<file path="src/rtl/branch_ctrl_if.sv">
// -----------------------------------------------------------------------------
// branch_ctrl_if
// Groups the signals around the branch sequencing controller into one bundle:
//   - decode handshake : br_valid/br_ready, br_kind, br_funct3, br_pc, br_imm
//   - operands         : rs1_data, rs2_data, op_hazard
//   - comparator       : cmp_un, cmp_rr1, cmp_rr2 out; cmp_beq, cmp_blt back
//   - resolution       : resolve_done, redirect, redirect_pc, flush,
//                        link_we, link_data, illegal, taken_cnt
// Modports:
//   slave  - the controller (branch_ctrl)
//   master - decode / fetch / comparator side that surrounds it
// -----------------------------------------------------------------------------
interface branch_ctrl_if #(
  parameter int unsigned XLEN = 32
);
  logic            br_valid;
  logic            br_ready;
  logic [1:0]      br_kind;
  logic [2:0]      br_funct3;
  logic [XLEN-1:0] br_pc;
  logic [XLEN-1:0] br_imm;
  logic [XLEN-1:0] rs1_data;
  logic [XLEN-1:0] rs2_data;
  logic            op_hazard;
  logic            cmp_un;
  logic [XLEN-1:0] cmp_rr1;
  logic [XLEN-1:0] cmp_rr2;
  logic            cmp_beq;
  logic            cmp_blt;
  logic            resolve_done;
  logic            redirect;
  logic [XLEN-1:0] redirect_pc;
  logic            flush;
  logic            link_we;
  logic [XLEN-1:0] link_data;
  logic            illegal;
  logic [15:0]     taken_cnt;

  modport slave (
    input  br_valid, br_kind, br_funct3, br_pc, br_imm,
    input  rs1_data, rs2_data, op_hazard, cmp_beq, cmp_blt,
    output br_ready, cmp_un, cmp_rr1, cmp_rr2,
    output resolve_done, redirect, redirect_pc, flush,
    output link_we, link_data, illegal, taken_cnt
  );

  modport master (
    output br_valid, br_kind, br_funct3, br_pc, br_imm,
    output rs1_data, rs2_data, op_hazard, cmp_beq, cmp_blt,
    input  br_ready, cmp_un, cmp_rr1, cmp_rr2,
    input  resolve_done, redirect, redirect_pc, flush,
    input  link_we, link_data, illegal, taken_cnt
  );
endinterface

</file>
<file path="src/rtl/branch_ctrl.sv">
// -----------------------------------------------------------------------------
// branch_ctrl
// Sequences one branch/jump at a time through the external comparator:
// accepts it from decode, waits out operand hazards, presents the registered
// operands to the comparator, resolves taken/not-taken (static not-taken
// prediction, so every taken outcome redirects), then issues redirect, flush,
// link write and a wrapping taken counter.
// Ports:
//   clk    - core clock, rising edge
//   rst_n  - asynchronous active-low reset
//   bus    - branch_ctrl_if.slave (decode handshake, operands, comparator
//            link, resolution outputs)
// Parameters:
//   FLUSH_CYCLES - cycles flush stays high after a taken branch/jump (>=1)
//   XLEN         - datapath width (must match the interface)
// -----------------------------------------------------------------------------
module branch_ctrl #(
  parameter int unsigned FLUSH_CYCLES = 2,
  parameter int unsigned XLEN         = 32
) (
  input  logic         clk,
  input  logic         rst_n,
  branch_ctrl_if.slave bus
);

  localparam int unsigned   CW         = $clog2(FLUSH_CYCLES + 1);
  localparam logic [CW-1:0] FLUSH_LOAD = CW'(FLUSH_CYCLES);

  typedef enum logic [1:0] {IDLE, WAIT, EVAL, FLUSH} state_t;
  typedef enum logic [1:0] {
    K_BRANCH  = 2'b00,
    K_JAL     = 2'b01,
    K_JALR    = 2'b10,
    K_ILLEGAL = 2'b11
  } kind_t;

  state_t          state, state_nxt;
  kind_t           kind_q;
  logic [2:0]      funct3_q;
  logic [XLEN-1:0] pc_q, imm_q, rr1_q, rr2_q;
  logic [CW-1:0]   flush_cnt;
  logic            resolve_q, redirect_q, link_we_q, illegal_q;
  logic [XLEN-1:0] redirect_pc_q, link_data_q;
  logic [15:0]     taken_q;

  logic            br_ready, accept, load_ops, eval;
  logic            taken, is_illegal, is_link;
  logic [XLEN-1:0] target;

  // rst_n is folded in so decode never sees ready while reset is held.
  assign br_ready = (state == IDLE) & rst_n;
  assign accept   = bus.br_valid & br_ready;
  assign eval     = (state == EVAL);
  // Operands are captured exactly once: at accept if already valid,
  // otherwise in the WAIT cycle where the hazard clears.
  assign load_ops = ((state == IDLE) & accept & ~bus.op_hazard) |
                    ((state == WAIT) & ~bus.op_hazard);
  assign is_link  = (kind_q == K_JAL) | (kind_q == K_JALR);

  // JALR clears bit 0 of the sum; all targets wrap modulo 2^XLEN.
  assign target = (kind_q == K_JALR) ? ((rr1_q + imm_q) & ~XLEN'(1))
                                     : (pc_q + imm_q);

  // Outcome decode from the latched instruction and live comparator results.
  always_comb begin
    // NOTE: every variable gets a default first so no path leaves it
    // unassigned, which would otherwise infer a latch.
    taken      = 1'b0;
    is_illegal = 1'b0;
    case (kind_q)
      K_BRANCH: begin
        case (funct3_q)
          3'b000:         taken = bus.cmp_beq;
          3'b001:         taken = ~bus.cmp_beq;
          3'b100, 3'b110: taken = bus.cmp_blt;
          3'b101, 3'b111: taken = ~bus.cmp_blt;
          default:        is_illegal = 1'b1;
        endcase
      end
      K_JAL, K_JALR: taken = 1'b1;
      default:       is_illegal = 1'b1;
    endcase
  end

  always_comb begin
    state_nxt = state;
    case (state)
      IDLE:    if (accept) state_nxt = bus.op_hazard ? WAIT : EVAL;
      WAIT:    if (!bus.op_hazard) state_nxt = EVAL;
      EVAL:    state_nxt = taken ? FLUSH : IDLE;
      FLUSH:   if (flush_cnt == CW'(1)) state_nxt = IDLE;
      default: state_nxt = IDLE;
    endcase
  end

  // NOTE: sequential state uses non-blocking assignments so every register
  // samples pre-edge values regardless of statement order.
  always_ff @(posedge clk or negedge rst_n) begin
    if (!rst_n) state <= IDLE;
    else        state <= state_nxt;
  end

  always_ff @(posedge clk or negedge rst_n) begin
    if (!rst_n) begin
      kind_q        <= K_BRANCH;
      funct3_q      <= '0;
      pc_q          <= '0;
      imm_q         <= '0;
      rr1_q         <= '0;
      rr2_q         <= '0;
      flush_cnt     <= '0;
      resolve_q     <= 1'b0;
      redirect_q    <= 1'b0;
      link_we_q     <= 1'b0;
      illegal_q     <= 1'b0;
      redirect_pc_q <= '0;
      link_data_q   <= '0;
      taken_q       <= '0;
    end else begin
      if (accept) begin
        kind_q   <= kind_t'(bus.br_kind);
        funct3_q <= bus.br_funct3;
        pc_q     <= bus.br_pc;
        imm_q    <= bus.br_imm;
      end
      if (load_ops) begin
        rr1_q <= bus.rs1_data;
        rr2_q <= bus.rs2_data;
      end

      if (eval && taken)       flush_cnt <= FLUSH_LOAD;
      else if (state == FLUSH) flush_cnt <= flush_cnt - CW'(1);

      // Result pulses are one cycle wide: they follow EVAL and drop next.
      resolve_q  <= eval;
      redirect_q <= eval & taken;
      link_we_q  <= eval & is_link;
      illegal_q  <= eval & is_illegal;

      if (eval && taken) begin
        redirect_pc_q <= target;
        taken_q       <= taken_q + 16'd1;
      end
      if (eval && is_link) link_data_q <= pc_q + XLEN'(4);
    end
  end

  assign bus.br_ready     = br_ready;
  assign bus.cmp_un       = funct3_q[2] & funct3_q[1];
  assign bus.cmp_rr1      = rr1_q;
  assign bus.cmp_rr2      = rr2_q;
  assign bus.resolve_done = resolve_q;
  assign bus.redirect     = redirect_q;
  assign bus.redirect_pc  = redirect_pc_q;
  assign bus.flush        = (state == FLUSH);
  assign bus.link_we      = link_we_q;
  assign bus.link_data    = link_data_q;
  assign bus.illegal      = illegal_q;
  assign bus.taken_cnt    = taken_q;

endmodule

</file>
<file path="src/flat_wrapper.sv">
// flat-port wrapper written by rule: the top's interface ports become plain ports
module branch_ctrl_flat 
#(
  parameter int unsigned FLUSH_CYCLES = 2,
  parameter int unsigned XLEN         = 32
)
  (clk, rst_n, bus_br_valid, bus_br_kind, bus_br_funct3, bus_br_pc, bus_br_imm, bus_rs1_data, bus_rs2_data, bus_op_hazard, bus_cmp_beq, bus_cmp_blt, bus_br_ready, bus_cmp_un, bus_cmp_rr1, bus_cmp_rr2, bus_resolve_done, bus_redirect, bus_redirect_pc, bus_flush, bus_link_we, bus_link_data, bus_illegal, bus_taken_cnt);
  branch_ctrl_if #(.XLEN(XLEN)) bus_i ();
  input  logic clk;
  input  logic rst_n;
  input wire logic [$bits(bus_i.br_valid)-1:0] bus_br_valid;
  input wire logic [$bits(bus_i.br_kind)-1:0] bus_br_kind;
  input wire logic [$bits(bus_i.br_funct3)-1:0] bus_br_funct3;
  input wire logic [$bits(bus_i.br_pc)-1:0] bus_br_pc;
  input wire logic [$bits(bus_i.br_imm)-1:0] bus_br_imm;
  input wire logic [$bits(bus_i.rs1_data)-1:0] bus_rs1_data;
  input wire logic [$bits(bus_i.rs2_data)-1:0] bus_rs2_data;
  input wire logic [$bits(bus_i.op_hazard)-1:0] bus_op_hazard;
  input wire logic [$bits(bus_i.cmp_beq)-1:0] bus_cmp_beq;
  input wire logic [$bits(bus_i.cmp_blt)-1:0] bus_cmp_blt;
  output wire logic [$bits(bus_i.br_ready)-1:0] bus_br_ready;
  output wire logic [$bits(bus_i.cmp_un)-1:0] bus_cmp_un;
  output wire logic [$bits(bus_i.cmp_rr1)-1:0] bus_cmp_rr1;
  output wire logic [$bits(bus_i.cmp_rr2)-1:0] bus_cmp_rr2;
  output wire logic [$bits(bus_i.resolve_done)-1:0] bus_resolve_done;
  output wire logic [$bits(bus_i.redirect)-1:0] bus_redirect;
  output wire logic [$bits(bus_i.redirect_pc)-1:0] bus_redirect_pc;
  output wire logic [$bits(bus_i.flush)-1:0] bus_flush;
  output wire logic [$bits(bus_i.link_we)-1:0] bus_link_we;
  output wire logic [$bits(bus_i.link_data)-1:0] bus_link_data;
  output wire logic [$bits(bus_i.illegal)-1:0] bus_illegal;
  output wire logic [$bits(bus_i.taken_cnt)-1:0] bus_taken_cnt;
  assign bus_i.br_valid = bus_br_valid;
  assign bus_i.br_kind = bus_br_kind;
  assign bus_i.br_funct3 = bus_br_funct3;
  assign bus_i.br_pc = bus_br_pc;
  assign bus_i.br_imm = bus_br_imm;
  assign bus_i.rs1_data = bus_rs1_data;
  assign bus_i.rs2_data = bus_rs2_data;
  assign bus_i.op_hazard = bus_op_hazard;
  assign bus_i.cmp_beq = bus_cmp_beq;
  assign bus_i.cmp_blt = bus_cmp_blt;
  assign bus_br_ready = bus_i.br_ready;
  assign bus_cmp_un = bus_i.cmp_un;
  assign bus_cmp_rr1 = bus_i.cmp_rr1;
  assign bus_cmp_rr2 = bus_i.cmp_rr2;
  assign bus_resolve_done = bus_i.resolve_done;
  assign bus_redirect = bus_i.redirect;
  assign bus_redirect_pc = bus_i.redirect_pc;
  assign bus_flush = bus_i.flush;
  assign bus_link_we = bus_i.link_we;
  assign bus_link_data = bus_i.link_data;
  assign bus_illegal = bus_i.illegal;
  assign bus_taken_cnt = bus_i.taken_cnt;
  branch_ctrl #(.FLUSH_CYCLES(FLUSH_CYCLES), .XLEN(XLEN)) u_core (.clk(clk), .rst_n(rst_n), .bus(bus_i));
endmodule
</file>
<file path="config.mk">
export PLATFORM = sky130hd
export DESIGN_NAME = branch_ctrl_flat
export DESIGN_NICKNAME = d
export VERILOG_FILES = /design/src/rtl/branch_ctrl_if.sv /design/src/rtl/branch_ctrl.sv /design/src/flat_wrapper.sv
export SDC_FILE = /design/constraint.sdc
export NUM_CORES = 1
export LEC_CHECK = 0
export CAP_MARGIN = 10
export CORE_MARGIN = 10
export CORE_UTILIZATION = 40
export CTS_BUF_LIST = sky130_fd_sc_hd__clkbuf_4 sky130_fd_sc_hd__clkbuf_8
export DETAILED_ROUTE_END_ITERATION = 16
export GPL_TIMING_DRIVEN = 0
export HOLD_SLACK_MARGIN = 0.15
export PLACE_DENSITY = 0.77
export SLEW_MARGIN = 20
export SYNTH_ARGS = -nofsm -noshare
export SYNTH_HDL_FRONTEND = slang
export SYNTH_SLANG_ARGS = --single-unit
</file>
<file path="constraint.sdc">
create_clock -name clk -period 2.97 [get_ports clk]
set_input_delay 0.4455 -clock clk [delete_from_list [all_inputs] [get_ports clk]]
set_output_delay 0.4455 -clock clk [all_outputs]
set_load 0.02 [all_outputs]
</file>
==> summary.md <==
| Metric | Value |
|---|---|
| Status | complete, no violations |
| Core footprint | ~30000 um^2 |
| Flop pwr share | roughly 25% |
| Clock share of power | ~14% |
| # fillers | about 2500 |
| Top_reg_cell synth | dfrtp_1 |
| Num ports | between 200 and 300 |
| WL final | 39.5 mm |
| Crit path required time | around 3400 ps |
| Die height | roughly 190 um |
| Asr flop ratio synth | 100% |
| DRT iter0 DRCs | between 600 and 700 |
| Fin nets | about 1700 |
| CP max FO | 4 |
| Sw Ratio | a little under half |
| Final core area utilization | between 50 and 60% |
| Initial core utilization | approximately two fifths |
| Initial antenna violation count | 2 |
| Post-DP HPWL | approximately 31 mm |
| Worst hold slack | between 400 and 500 ps |
| Share of post-route cells with drive strength above 1 | 17.4% |
| Critical Path AT | roughly 3300 ps |
| Area of the multi-input gates | about 6500 um^2 |
| CTS tree | done |
| Largest net degree at the start of global routing | slightly above 70 |
| GP Congestion | around 0.87 |
| DRC errors left | 0 |
| GR Util All Layers | about a fifth |
| Most frequent cells in the layout | 288 x clkdlybuf4s50_1, 219 x dfrtp_1, 134 x mux2_2 |
| Post-layout total power | 23.2 mW |
| EDFF count, synth | 0 |
| Routed len/inst | a little over 20 um |
| Int Power | approximately 13 mW |
| Antenna cell count | 0 |
| Worst hold path type | in2reg |
| First-pass GRT wire length | between 60 and 70 mm |
| Clk_lat worst skew | 540 ps |
| First-pass DRT Iterations | 5 |
| Peak supply drop | just over 0.0007 V |
| ANT nets after route | 0 |
| Area grow syn2layout | 38.6% |
| Storage cell area | around 5500 um^2 |
| Aggregate global routing overflow | 0 |
| Setup Viol. Count Final | 0 |
| Seq/Total Area, Yosys | 45.5% |
| Num CTS Buffers | just over 40 |
| Clock Sinks | ~220 |
| Worst Skew | 12.2 ps |
| Reg clk slew, reported paths | 60 ps |
| Most common cell after layout, fill and taps aside | clkdlybuf4s50_1 |
| Root buf cell | clkbuf_8 |
| Min Clock Period, post-route | between 2000 and 3000 ps |
| Syn Inst Count | roughly 1200 |
| Max cap viols | 0 |
| CTS max path bufs | 3 |
| Slew margin rel. | roughly 46% |
| Seq cells post-synth | about 220 |
| NetSw | around 10 mW |
| WS Path Type | reg2reg |
| Pins Over Slew Limit | 0 |
| Die area | between 30000 and 40000 um^2 |
| Combinational Power Share | ~61% |
| Synthesized net count | roughly 1400 |
| PwrDens | between 1000 and 1500 nW/um^2 |
| Final Hold Vio Count | 0 |
| Warnings from Yosys | 0 |
| Worst Tran Pin Value | about 800 ps |
| H-tree depth | 2 |
| Vias/cell | ~5.4 |
| Vias in the first global route | 10700 |
| Crit share post-route | 96.8% |
| Syn avg cell area | between 10 and 15 um^2 |
| Yosys cell types | 63 |
| I/O Buffers | 289 |
| Worst setup EP type | flip-flop |
| Dpl ws | -1510 ps |
| Crit start category | flip-flop |
| Unrepaired setup endpoints after global routing | true |
| PnR worst setup slack | 96.2 ps |
| Die W | 194 um |
| Via Count | 10300 |
| Highest Clock Rate | 348 MHz |
| Mapped Area | about 12000 um^2 |
| Leak Pwr | about 7 nW |
| Cell Rows | between 60 and 70 |
[power groups by stage]
stage / combinational, mW / clock [mW] / sequential (mW)
after global routing: 15.4 / 3.41 / 6.04
after CTS: 13.9 / 3.27 / 5.85
after detailed placement: 13.6 / 0 / 5.88
after global placement: 13.3 / 0 / 5.83
final: 14.2 / 3.19 / 5.85
after floorplan: 8.11 / 0 / 6.51
[path summary, 6_finish.rpt]
kind                       slack [ps]                          to  cells after the start                startpoint
max in group asynchronous        1960             u_core.imm_q[4]                      3                     rst_n
hold / removal                    480            u_core.kind_q[1]                      3            bus_br_kind[1]
setup reg to reg                  100  u_core.bus.redirect_pc[14]                     11           u_core.imm_q[0]
setup / recovery                  100  u_core.bus.redirect_pc[14]                     11           u_core.imm_q[0]
hold reg to reg                   480    u_core.bus.link_data[10]                      2  u_core.bus.link_data[10]
min in group asynchronous         660       u_core.bus.cmp_rr2[0]                      4                     rst_n
[worst max-delay path, cell delays in order (launching register included)]
cell and delay [ps]:
dfrtp_1 420, and2_1 190, fa_1 410, a21oi_2 210, o2bb2ai_1 140, o31ai_4 310, nor3_1 80, nor2_1 160
nor2b_1 70, o21a_1 170, o311ai_0 450, a21oi_1 140
[through the flow]
step	instance area [um^2]	TNS (ps)	cells
after global placement	15500	-2860840	1835
after detailed placement	15600	-116220	1837
final	16800	0	1916
after global routing	16800	-22.3	1916
after CTS	16700	0	1912
after floorplan	12200	0	1156
[layer usage]
metal	vias up	track usage, %	share of wire [%]
li1	4857	-	-
met1	5041	23.6	40
met2	331	34.3	49
met3	73	6.38	8.0
met4	4	6.22	2.7
met5	-	0	0.058
[cells by family after synthesis]
| group | synth area share (%) |
|---|---|
| AND/OR/NAND/NOR | 11.1 |
| AO/OA/AOI/OAI | 13.9 |
| flip-flops | 45.5 |
| multiplexers | 12.9 |
| XOR/XNOR | 6.99 |
| buffers and inverters | 2.33 |
| adder cells (fa/ha/maj) | 7.23 |
[what timing repair did]
| action | in CTS | in global routing |
|---|---|---|
| pin swaps | 5 | 10 |
| hold buffers | 6 | 0 |
| gates resized for setup | 20 | 20 |
| buffers inserted | 2 | 4 |
| setup endpoints to repair | 81 | 12 |
| cloned | 1 | 0 |
| endpoints found under the hold margin | 71 | 0 |
[registers in the layout, summed over array words and instances (netlist names), 2 cells and up]
name,flops
u_core.bus.cmp_rr1,32
u_core.bus.cmp_rr2,32
u_core.bus.link_data,32
u_core.bus.redirect_pc,32
u_core.bus.taken_cnt,16
u_core.flush_cnt,2
u_core.funct3_q,3
u_core.imm_q,32
u_core.kind_q,2
u_core.pc_q,32
u_core.state,2
[final cells by class]
cell class                      instances  share of cell area (%)
Multi-Input combinational cell        862                    38.7
Sequential cell                       221                    32.8
Timing Repair Buffer                  304                    18.7
Clock buffer                           56                    4.28
Tap cell                              390                    2.90
Buffer                                 48                    1.14
Clock inverter                         10                   0.906
Inverter                               25                   0.557
[synthesized netlist by cell type (9+ instances only)]
cell type    n  area share [%]
dfrtp_1    221              46
mux2_2     134              12
nand2_1    128             4.0
o21ai_0     83             3.4
ha_1        67             6.9
a21oi_1     65             2.7
nor2_1      52             1.6
xnor2_1     50             3.6
xor2_1      47             3.4
a21o_1      32             2.0
nand3_1     32             1.3
clkbuf_1    30            0.93
inv_1       25            0.77
nand4_1     21             1.1
nor3_1      13            0.54
a31oi_1     11            0.57
buf_1       11            0.34
and3_1      10            0.51
a211oi_1     9            0.56
Note: power is estimated with default switching activity, not from simulation.
